## src/rtl/host_cmd_pkg.sv

```systemverilog
// Shared constants and helpers for the host command controller: opcodes, ack
// status codes, ack payload layout and the command-assembler state encoding.
package host_cmd_pkg;

  localparam int ACK_W = 23;

  localparam logic [7:0] OP_SET_CONFIG  = 8'h01;
  localparam logic [7:0] OP_PING        = 8'h02;
  localparam logic [7:0] OP_READ_CONFIG = 8'h03;

  localparam logic [1:0] ST_OK      = 2'b00;
  localparam logic [1:0] ST_BAD_OP  = 2'b01;
  localparam logic [1:0] ST_TIMEOUT = 2'b10;

  localparam logic [1:0] PKT_TYPE_ACK = 2'b11;

  // Ack payload layout: {marker, status[1:0], opcode[3:0], echo[15:0]}
  localparam int ACK_MARKER   = 22;
  localparam int ACK_ST_LSB   = 20;
  localparam int ACK_OP_LSB   = 16;
  localparam int ACK_ECHO_LSB = 0;

  localparam logic [15:0] CMD_TIMEOUT = 16'd48000;

  typedef enum logic [1:0] {
    S_IDLE = 2'd0,
    S_GOT1 = 2'd1,
    S_GOT2 = 2'd2,
    S_GOT3 = 2'd3
  } asm_state_t;

  function automatic logic [ACK_W-1:0] make_ack(input logic [1:0]  status,
                                                input logic [3:0]  opcode,
                                                input logic [15:0] echo);
    logic [ACK_W-1:0] p;
    p                        = '0;
    p[ACK_MARKER]            = 1'b1;
    p[ACK_ST_LSB +: 2]       = status;
    p[ACK_OP_LSB +: 4]       = opcode;
    p[ACK_ECHO_LSB +: 16]    = echo;
    return p;
  endfunction

endpackage

```

## src/rtl/host_cmd_ctrl_ack_fifo.sv

```systemverilog
// Two-entry show-ahead FIFO holding pending ack payloads; a write into a full
// FIFO is accepted only when the same edge also pops.
module ack_fifo
  import host_cmd_pkg::*;
(
  input  logic             mclk,
  input  logic             reset,
  input  logic             i_wr,
  input  logic [ACK_W-1:0] i_wdata,
  input  logic             i_rd,
  output logic [ACK_W-1:0] o_rdata,
  output logic             o_full,
  output logic             o_empty
);

  logic [ACK_W-1:0] r_mem [2];
  logic             r_wptr;
  logic             r_rptr;
  logic [1:0]       r_count;
  logic             w_do_wr;
  logic             w_do_rd;

  assign o_full  = (r_count == 2'd2);
  assign o_empty = (r_count == 2'd0);
  assign w_do_rd = i_rd && !o_empty;
  assign w_do_wr = i_wr && (!o_full || w_do_rd);
  assign o_rdata = r_mem[r_rptr];

  always_ff @(posedge mclk or posedge reset) begin
    if (reset) begin
      r_wptr  <= 1'b0;
      r_rptr  <= 1'b0;
      r_count <= 2'd0;
    end else begin
      if (w_do_wr) r_wptr <= ~r_wptr;
      if (w_do_rd) r_rptr <= ~r_rptr;
      case ({w_do_wr, w_do_rd})
        2'b10:   r_count <= r_count + 2'd1;
        2'b01:   r_count <= r_count - 2'd1;
        default: r_count <= r_count;
      endcase
    end
  end

  // When full with a simultaneous pop, wptr == rptr: the new entry lands in the slot being freed.
  always_ff @(posedge mclk) begin
    if (w_do_wr) r_mem[r_wptr] <= i_wdata;
  end

endmodule

```

## src/rtl/host_cmd_ctrl.sv

```systemverilog
// Host command controller: assembles 4-byte host commands, owns the config
// registers and muxes trace packets (priority) with acks. HOST_CMD_TIMEOUT_EN adds the idle timeout.
module host_cmd_ctrl
  import host_cmd_pkg::*;
(
  input  logic        mclk,
  input  logic        reset,
  input  logic [7:0]  i_rx_data,
  input  logic        i_rx_strobe,
  input  logic        i_trace_strobe,
  input  logic [1:0]  i_trace_type,
  input  logic [22:0] i_trace_payload,
  output logic        o_packet_strobe,
  output logic [1:0]  o_packet_type,
  output logic [22:0] o_packet_payload,
  output logic        o_trace_enable,
  output logic        o_trace_reads,
  output logic        o_turbo
);

  asm_state_t       r_state;
  logic [7:0]       r_opcode;
  logic [7:0]       r_b2;
  logic             r_trace_enable;
  logic             r_trace_reads;
  logic             r_turbo;
  logic             r_ack_ovf;

  logic             w_cmd_exec;
  logic             w_timeout;
  logic             w_ack_wr;
  logic             w_ack_drop;
  logic             w_is_rdcfg;
  logic             w_pop;
  logic             w_fifo_full;
  logic             w_fifo_empty;
  logic [ACK_W-1:0] w_fifo_rdata;
  logic [ACK_W-1:0] w_ack_data;
  logic [1:0]       w_ack_status;
  logic [3:0]       w_ack_op;
  logic [15:0]      w_ack_echo;

  assign w_cmd_exec = i_rx_strobe && (r_state == S_GOT3);
  assign w_is_rdcfg = w_cmd_exec && (r_opcode == OP_READ_CONFIG);
  assign w_ack_wr   = w_cmd_exec || w_timeout;
  assign w_pop      = !i_trace_strobe && !w_fifo_empty;
  assign w_ack_drop = w_ack_wr && w_fifo_full && !w_pop;

`ifdef HOST_CMD_TIMEOUT_EN
  logic [15:0] r_idle_cnt;

  // A byte arriving on the expiry edge takes precedence over the timeout.
  assign w_timeout = !i_rx_strobe && (r_state != S_IDLE) &&
                     (r_idle_cnt == CMD_TIMEOUT - 16'd1);

  always_ff @(posedge mclk or posedge reset) begin
    if (reset) begin
      r_idle_cnt <= 16'd0;
    end else if (i_rx_strobe || (r_state == S_IDLE) || w_timeout) begin
      r_idle_cnt <= 16'd0;
    end else begin
      r_idle_cnt <= r_idle_cnt + 16'd1;
    end
  end
`else
  assign w_timeout = 1'b0;
`endif

  always_comb begin
    w_ack_status = ST_OK;
    w_ack_op     = r_opcode[3:0];
    w_ack_echo   = {r_b2, i_rx_data};
    if (w_timeout) begin
      w_ack_status = ST_TIMEOUT;
      w_ack_op     = 4'd0;
      w_ack_echo   = 16'd0;
    end else begin
      case (r_opcode)
        OP_SET_CONFIG, OP_PING: w_ack_status = ST_OK;
        OP_READ_CONFIG: w_ack_echo = {12'd0, r_ack_ovf, r_turbo,
                                      r_trace_reads, r_trace_enable};
        default:        w_ack_status = ST_BAD_OP;
      endcase
    end
  end

  assign w_ack_data = make_ack(w_ack_status, w_ack_op, w_ack_echo);

  always_ff @(posedge mclk or posedge reset) begin
    if (reset) begin
      r_state        <= S_IDLE;
      r_trace_enable <= 1'b1;
      r_trace_reads  <= 1'b1;
      r_turbo        <= 1'b0;
      r_ack_ovf      <= 1'b0;
    end else begin
      if (i_rx_strobe) begin
        case (r_state)
          S_IDLE: r_state <= S_GOT1;
          S_GOT1: r_state <= S_GOT2;
          S_GOT2: r_state <= S_GOT3;
          default: begin
            r_state <= S_IDLE;
            if (r_opcode == OP_SET_CONFIG) begin
              r_trace_enable <= i_rx_data[0];
              r_trace_reads  <= i_rx_data[1];
              r_turbo        <= i_rx_data[2];
            end
          end
        endcase
      end else if (w_timeout) begin
        r_state <= S_IDLE;
      end
      if (w_ack_drop)      r_ack_ovf <= 1'b1;
      else if (w_is_rdcfg) r_ack_ovf <= 1'b0;
    end
  end

  // Byte capture; only opcode and D[15:8] need storing, D[7:0] is live on the final strobe.
  always_ff @(posedge mclk) begin
    if (i_rx_strobe) begin
      if (r_state == S_IDLE) r_opcode <= i_rx_data;
      if (r_state == S_GOT2) r_b2     <= i_rx_data;
    end
  end

  ack_fifo u_ack_fifo (
    .mclk    (mclk),
    .reset   (reset),
    .i_wr    (w_ack_wr),
    .i_wdata (w_ack_data),
    .i_rd    (w_pop),
    .o_rdata (w_fifo_rdata),
    .o_full  (w_fifo_full),
    .o_empty (w_fifo_empty)
  );

  always_ff @(posedge mclk or posedge reset) begin
    if (reset) begin
      o_packet_strobe  <= 1'b0;
      o_packet_type    <= 2'b00;
      o_packet_payload <= 23'd0;
    end else if (i_trace_strobe) begin
      o_packet_strobe  <= 1'b1;
      o_packet_type    <= i_trace_type;
      o_packet_payload <= i_trace_payload;
    end else if (w_pop) begin
      o_packet_strobe  <= 1'b1;
      o_packet_type    <= PKT_TYPE_ACK;
      o_packet_payload <= w_fifo_rdata;
    end else begin
      o_packet_strobe  <= 1'b0;
    end
  end

  assign o_trace_enable = r_trace_enable;
  assign o_trace_reads  = r_trace_reads;
  assign o_turbo        = r_turbo;

endmodule

```

## config.mk

```make
export PLATFORM = sky130hd
export DESIGN_NAME = host_cmd_ctrl
export DESIGN_NICKNAME = d
export VERILOG_FILES = /design/src/rtl/host_cmd_pkg.sv /design/src/rtl/host_cmd_ctrl_ack_fifo.sv /design/src/rtl/host_cmd_ctrl.sv
export SDC_FILE = /design/constraint.sdc
export NUM_CORES = 1
export LEC_CHECK = 0
export ABC_AREA = 1
export CAP_MARGIN = 0
export CORE_MARGIN = 2
export CORE_UTILIZATION = 56
export CTS_CLUSTER_DIAMETER = 120
export DETAILED_ROUTE_END_ITERATION = 8
export PLACE_DENSITY = 0.92
export SYNTH_ARGS = -nofsm -noshare
export SYNTH_HDL_FRONTEND = slang
export SYNTH_SLANG_ARGS = --single-unit
```

## constraint.sdc

```tcl
create_clock -name mclk -period 3.52 [get_ports mclk]
set_input_delay 0.352 -clock mclk [delete_from_list [all_inputs] [get_ports mclk]]
set_output_delay 0.352 -clock mclk [all_outputs]
set_load 0.01 [all_outputs]
```

==> metrics.txt <==
# diodes=0; share of the synthesized area in the top cell type=between 40% and 50%; WP data arrival=2.13 ns; Crit Path Category=in2reg; initial drt markers=197; post-CTS resize count=0; Final #Nets=about 440; Final period util=between 50 and 60%; Via density=between 5 and 6; P&R area growth vs syn=24.7%; setup TNS=0 ns; Max Clock Freq=486 MHz; CTS tree=done; via count=~2700; Initial Util=a little under three fifths; Die Wd=~86 um; Max Slew Vio Count=0; number of global-route vias before repair=approximately 2700; startpoint class of the critical path=input pin; Cell Rows=30; number of buffer cells added on primary ports=between 60 and 70; syn avg cell area=between 10 and 15 um2; gr usage total=about a quarter; Routed WL=around 8 mm; die area=around 7500 um2; Design Power=between 0.003 and 0.004 W; Post-Route Skew=between 0.009 and 0.01 ns; Bufs on Longest Clock Path=2; sequential share of the synthesized area=a little over two thirds; GR Overflow Total=0; status=complete, no violations; detailed-route DRC error count=0; CP Max Fanout=32; most frequent cell after synthesis=nand2_1; DR WL/cell=16.8 um; leading area contributor after synthesis=edfxtp_1; EDFF count, synth=58; hold buffers post-CTS=0; Die Ht=just under 90 um; RSZ-0062 raised after global routing=no; number of routed nets with antenna violations=0; relative slew slack=55.5%; Distinct cells, synth=27; first-pass GRT wire length=roughly 13 mm; DP HPWL=around 5.7 mm; largest net degree at the start of global routing=37; Final WS setup=1.46 ns; Worst-path clk slew=~0.090 ns; initial antenna violation count=1; Core ar.=between 6000 and 7000 um2; ranking of synthesized cells by area=edfxtp_1, dfrtp_1, nand2_1; Num CTS Buffers=9; clk root buf=clkbuf_8; final core occ=a little under three quarters; Ys Warns=0; power per standard cell area=between 600 and 700 nW/um2; P_leak=1.96 nW; Max VDD drop=0.366 mV; pre-CTS WS=1.09 ns; GP Congestion=a little over 0.8; DR pass1 iterations=5; min-delay worst type=in2async; Hold Fails Final Rpt=0; syn nets=374; Main synth FF type=edfxtp_1; post-CTS setup buffer count=0; post-synthesis register bit count=between 90 and 100; cells after synthesis=about 330; Async SR Flop Fraction=approximately two fifths; final worst path period need=between 2 and 2.5 ns; Worst Tran Pin Value=0.668 ns; CP endpoint kind=flip-flop; # setup viols final=0; H-tree Lvls=3; Worst EP required=~3.6 ns; I/O pin cnt=66; Clock Sinks=94; layout cells sized above 1=about a tenth; insertion delay of the later-clocked pin in the worst-skew pair=0.36 ns; max cap viols=0; Synth top cells by count=nand2_1, edfxtp_1, dfrtp_1; Synth Cell Area=between 3000 and 4000 um2
per-stage QoR:
step	std cells	cell area, um2	hold slack (ns)
2_1_floorplan	334	3800	0.442
3_3_place_gp	472	4520	0.458
3_5_place_dp	472	4520	0.462
4_1_cts	488	4740	0.404
5_1_grt	488	4740	0.454
6_report	488	4740	0.393
power by group:
part	internal (W)	switching, W
Clock	0.000406	0.000381
Sequential	0.00139	0.000140
Combinational	0.000340	0.000405
Total	0.00214	0.000926
layer usage:
layer / vias up / part of all wire, % / track usage [%]
li1: 1266 / - / -
met1: 1296 / 41 / 30.9
met2: 99 / 50 / 38.8
met3: 17 / 6.6 / 4.76
met4: 0 / 2.1 / 11.4
met5: - / 0 / 0
cells by family after synthesis:
logic type / count (synthesis) / share of synthesized area (%)
simple gates: 160 / 17.8
flops: 94 / 69.5
buf+inv: 42 / 4.77
compound gates: 33 / 6.41
fa+ha+maj: 3 / 0.987
xor+xnor: 2 / 0.461
layout make-up:
class	instances	area, um2
clock buffer	10	128
tap	80	100
inverter	30	113
multi-input combinational	198	977
timing repair buffer	70	688
sequential	94	2650
clock inverter	6	93.8
fill	462	1940
sequential cells by signal (all words and copies together), names as in the netlist:
| signal | flops |
|---|---|
| r_opcode | 8 |
| r_state | 2 |
| u_ack_fifo.r_wptr | 1 |
| o_packet_strobe | 1 |
| r_ack_ovf | 1 |
| u_ack_fifo.r_count | 2 |
| u_ack_fifo.r_rptr | 1 |
| u_ack_fifo.r_mem | 42 |
| r_b2 | 8 |
| o_turbo | 1 |
| o_trace_reads | 1 |
| o_trace_enable | 1 |
| o_packet_type | 2 |
| o_packet_payload | 23 |
worst paths after layout:
kind	start	to	slack (ns)	depth (start not counted)
hold reg to reg	o_trace_enable$_DFFE_PP1P_	o_trace_enable$_DFFE_PP1P_	0.47	2
min in group mclk	o_trace_enable$_DFFE_PP1P_	o_trace_enable$_DFFE_PP1P_	0.47	2
max in group asynchronous	reset	o_trace_enable$_DFFE_PP1P_	2.77	3
setup reg to reg	u_ack_fifo.r_rptr$_DFFE_PP0P_	o_packet_payload[9]$_DFFE_PP0P_	1.57	5
setup / recovery	i_trace_strobe	u_ack_fifo.r_mem[0][11]$_DFFE_PP_	1.46	5
hold / removal	reset	o_packet_payload[7]$_DFFE_PP0P_	0.39	3
critical path, cell delays in order:
cell,delay (ns)
clkdlybuf4s50_1,0.66
inv_2,0.54
o21ai_2,0.16
nor2_1,0.16
buf_4,0.23
cell usage in the layout, fill, tap and decap left out, drive strengths merged:
| master | count |
|---|---|
| a21oi | 1 |
| a22o | 1 |
| buf | 5 |
| bufinv | 2 |
| clkbuf | 10 |
| clkdlybuf4s50 | 65 |
| clkinv | 1 |
| clkinvlp | 1 |
| dfrtp | 34 |
| dfstp | 2 |
| edfxtp | 58 |
| ha | 3 |
| inv | 32 |
| nand2 | 98 |
| nand3 | 28 |
| nand4 | 1 |
| nor2 | 24 |
| o211ai | 22 |
| o21ai | 5 |
| o22a | 3 |
| o22ai | 1 |
| or2 | 9 |
| xor2 | 2 |
No activity file was read; power rests on OpenSTA's default activity.
==> edit 1, RTL diff (same flow settings) <==
Add a define of `HOST_CMD_TIMEOUT_EN`.
--- a/src/rtl/host_cmd_ctrl.sv
+++ b/src/rtl/host_cmd_ctrl.sv
@@ -1,5 +1,7 @@
 // Host command controller: assembles 4-byte host commands, owns the config
 // registers and muxes trace packets (priority) with acks. HOST_CMD_TIMEOUT_EN adds the idle timeout.
+`define HOST_CMD_TIMEOUT_EN
+
 module host_cmd_ctrl
   import host_cmd_pkg::*;
 (
Check against the original RTL: no difference found for any inputs over 10 cycles, from zero or initial values and one cycle with reset high; that may be too few to reach the edited logic, so the function may still have changed.
==> edit 1 against the original RTL <==
- synthesized cell count up 44%
- clock skew increased by 0.0097 ns
- count of clock-buffer cells in the layout did not move
- area after synthesis rose by 28%
- sequential power rose by 17%
- cell area increased by 22%
- power increased by 14%
- routed wire length grew 15%
- worst hold slack improved by 0.10 ns
- worst setup slack lost 0.50 ns
- global-route usage down 2.6 points
- maximum frequency is 19% lower
- sequential cell count increased by 18
==> edit 1: results (changes against the original RTL) <==
Leak: 2.42 nW (+24%)
antenna violations before repair: 0 (-1)
fraction of area in multi-input gates: 24.9% (+4.3 points)
vias per cell: 5.29 (-3.7%)
complex-gate fraction of the synthesized area: 8.58% (+2.2 points)
total core area: 8300 µm² (+24%)
Fillers: 580 (+26%)
Metal-1 WL: 3990 µm (+18%)
WHS: 0.495 ns (+0.102 ns)
top flop regs: u_ack_fifo.r_mem: 44 flops, o_packet_payload: 23 flops, r_idle_cnt: 16 flops
Tightest Hold Check Type: flip-flop to flip-flop
critical path's slowest cell: inv_1
skew final: 0.0188 ns (+0.00970 ns)
CP Class: flip-flop to flip-flop
Mapped Nets: 522 (+40%)
worst-margin pin slew: 1.05 ns (+0.380 ns)
Final non-clock buffer share: 11.7% (-2.9 points)
Commonest cells post-synth: nand2_1, edfxtp_1, inv_1
Signal buffers: 68 (-2.9%)
metal3 WL: 476 µm (-12%)
reg2reg end: u_ack_fifo.r_mem[0][20]
ranking of synthesized cells by area: edfxtp_1, dfrtp_1, nand2_1
storage element area: 3110 µm² (+17%)
Final Worst Setup Slack: 0.964 ns (-0.496 ns)
final net count: 583 (+32%)
CP arrival: 2.56 ns (+0.43 ns)
met2 routed WL: 4860 µm (+18%)
Seq cells: 112 (+19%)
multi-input gates: 294 (+48%)
placed cell areas: 5560 µm² (+23%)
Peak supply drop: 327 µV (-10%)
RePlAce Congestion: 0.813 (-1.5%)
post-synthesis adder-cell area fraction: 1.29% (+0.30 points)
Post-DP HPWL: 6630 µm (+17%)
cells on worst reg2reg path: 8 (+3)
Crit Reg-Reg Startpoint: r_state[0]
M2 GR Usage: 36.4% (-2.4 points)
vias in the first global route: 3354 (+25%)
gr usage total: 21.2% (-2.6 points)
global-route wire length before repair: 15900 µm (+20%)
Largest stage delay, worst path: 0.60 ns (-0.06 ns)
DRT Pass-1 Iters: 4 (-1)
pin count of the biggest net entering global routing: 53 (+43%)
post-synthesis sequential area ratio: 63.9% (-5.6 points)
outcome: complete, no violations
worst-path fanout max: 22 (-31%)
post-route insts no fill: 651 (+33%)
xor and xnor area share after synthesis: 1.98% (+1.5 points)
==> edit 1: changes by cell type after synthesis, moves of 3 or more <==
cell,delta
a21oi_1,+40
o21ai_0,+30
inv_1,+28
o211ai_1,-21
dfrtp_1,+16
nor2_1,+15
nand2_1,+11
or2_2,-9
xor2_1,+7
nor3_1,+6
nand3_2,+5
nand2_2,+4
nand4_1,+4
buf_2,+3
==> edit 1: power breakdown <==
| group | switching, mW | internal, mW | total (mW) | leakage (nW) |
|---|---|---|---|---|
| Sequential | 0.153 | 1.63 | 1.79 | 1.18 |
| Combinational | 0.478 | 0.387 | 0.865 | 1.13 |
| Clock | 0.427 | 0.407 | 0.833 | 0.110 |
| Total | 1.06 | 2.43 | 3.49 | 2.42 |
==> edit 1: cell families after synthesis <==
kind of cell               count (synthesis)
buffers and inverters                     74
adders and majority gates                  5
xor gates and xnor gates                  11
DFF                                      112
and+or+nand+nor                          198
AOI/OAI and AO/OA                         80
==> edit 2, RTL diff (config.mk and constraints unchanged) <==
Without the edit above. Encoding of `asm_state_t`: now one-hot (4 bits for 4 states).
--- a/src/rtl/host_cmd_pkg.sv
+++ b/src/rtl/host_cmd_pkg.sv
@@ -22,11 +22,11 @@
 
   localparam logic [15:0] CMD_TIMEOUT = 16'd48000;
 
-  typedef enum logic [1:0] {
-    S_IDLE = 2'd0,
-    S_GOT1 = 2'd1,
-    S_GOT2 = 2'd2,
-    S_GOT3 = 2'd3
+  typedef enum logic [3:0] {
+    S_IDLE = 4'b0001,
+    S_GOT1 = 4'b0010,
+    S_GOT2 = 4'b0100,
+    S_GOT3 = 4'b1000
   } asm_state_t;
 
   function automatic logic [ACK_W-1:0] make_ack(input logic [1:0]  status,
Formal check against the unedited RTL: no difference found for any inputs over 4 cycles, from zero or initial values and one cycle with reset high; so few cycles prove little.
==> edit 2 against the original RTL <==
- power shrank 13%
- largest cell class unchanged
- routed wire length shrank 4.5%
- count of clock-buffer cells in the layout increased by 2
- combinational power down 26%
- sequential cell count grew 2
- highest routed layer unchanged
- area after synthesis up 2.8%
- worst setup slack got worse by 0.20 ns
- global-route usage shrank 2.1 points
- non-clock buffer count decreased by 2
- die area grew 2.7%
- cell area up 1.4%
==> edit 2: results (changes against the original RTL) <==
outcome: complete, no violations
worst-path fanout max: 21 (-34%)
post-synthesis sequential area ratio: 68.9% (-0.60 points)
global-route wire length before repair: 12500 µm (-5.5%)
TritonCTS buffer count: 9 (unchanged)
share of layout cells above drive strength 1: 9.32% (-0.23 points)
ranking of synthesized cells by area: edfxtp_1, dfrtp_1, nand2_1
skew final: 0.0106 ns (+0.00149 ns)
vias per cell: 5.09 (-7.2%)
WL per Instance: 14.9 µm (-11%)
final setup violation count: 0 (unchanged)
Routed WL: 7840 µm (-4.5%)
Mapped Nets: 394 (+5.3%)
Synth cell types: 26 (-3.7%)
pin count of the biggest net entering global routing: 39 (+5.4%)
WHS: 0.419 ns (+0.0261 ns)
top flop regs: u_ack_fifo.r_mem: 42 flops, o_packet_payload: 23 flops
placed cell areas: 4610 µm² (+2.0%)
Largest stage delay, worst path: 0.75 ns (+0.09 ns)
Clock Tree Root: clkbuf_8
Logic power comb: 554 µW (-26%)
DR iter-0 viols: 264 (+34%)
critical path's slowest cell: clkdlybuf4s50_1
dpl ws: 0.889 ns (-0.203 ns)
warnings from Yosys: 0 (unchanged)
vias in the first global route: 2670 (-0.34%)
CP arrival: 2.25 ns (+0.12 ns)
Seq pwr share: 53.1% (+3.1 points)
Sw Share: 28.2% (-2.0 points)
Post-synth ARST share: 39.6% (+1.3 points)
final net count: 461 (+4.1%)
Setup crit end: u_ack_fifo.r_mem[0][8]
Leak: 1.96 nW (+0.20%)
Biggest register: u_ack_fifo.r_mem
Peak supply drop: 285 µV (-22%)
antenna violations before repair: 0 (-1)
Commonest cells post-synth: nand2_1, edfxtp_1, dfrtp_1
dpl cells: 509 (+7.8%)
RePlAce Congestion: 0.833 (+0.98%)
Crit Reg-Reg Startpoint: r_state[1]
Post-DP HPWL: 5710 µm (+0.67%)
Syn Area/Cell: 11.0 µm² (-3.8%)
worst-margin pin slew: 0.806 ns (+0.139 ns)
R2R setup slack: 1.37 ns (-0.20 ns)
Cell Int Power: 1.92 mW (-11%)
Period minus WS final: 2.26 ns (+0.203 ns)
critical path's top delay family: buffers and inverters
cells on worst reg2reg path: 5 (unchanged)
Top FF cell, synth: edfxtp_1
gr usage total: 21.8% (-2.1 points)
DRT Pass-1 Iters: 4 (-1)
## edit 2: changes by cell type after synthesis, moves of 4 or more
cell / delta
o21ai_0: +16
nor2_1: +10
nand3_1: -8
o211ai_1: -7
o21ai_1: +7
buf_2: -5
buf_6: +4
## edit 2: kinds of logic after synthesis
kind of cell | count (synthesis) | synth area share [%]
compound gates | 49 | 7.65
xor+xnor | 1 | 0.224
buf+inv | 44 | 5.44
flops | 96 | 68.9
simple gates | 167 | 17.8
## edit 2: final cells by class
cell class	count	area (µm²)
timing repair buffer	68	673
inverter	32	120
sequential	96	2700
clock buffer	12	176
multi-input combinational	217	1000
fill	463	1980
tap	96	120
clock inverter	4	23.8
## edit 2: worst min-delay path, stage by stage
cell             delay (ns)
clkdlybuf4s50_1        0.40
inv_1                  0.06
buf_4                  0.41
## edit 2: layer usage
layer	global-route usage, %	up-vias	routed length [µm]
li1	-	1322	-
met1	28.5	1253	3400
met2	36.2	87	3960
met4	7.41	0	84
met5	0	-	0
met3	5.09	12	393
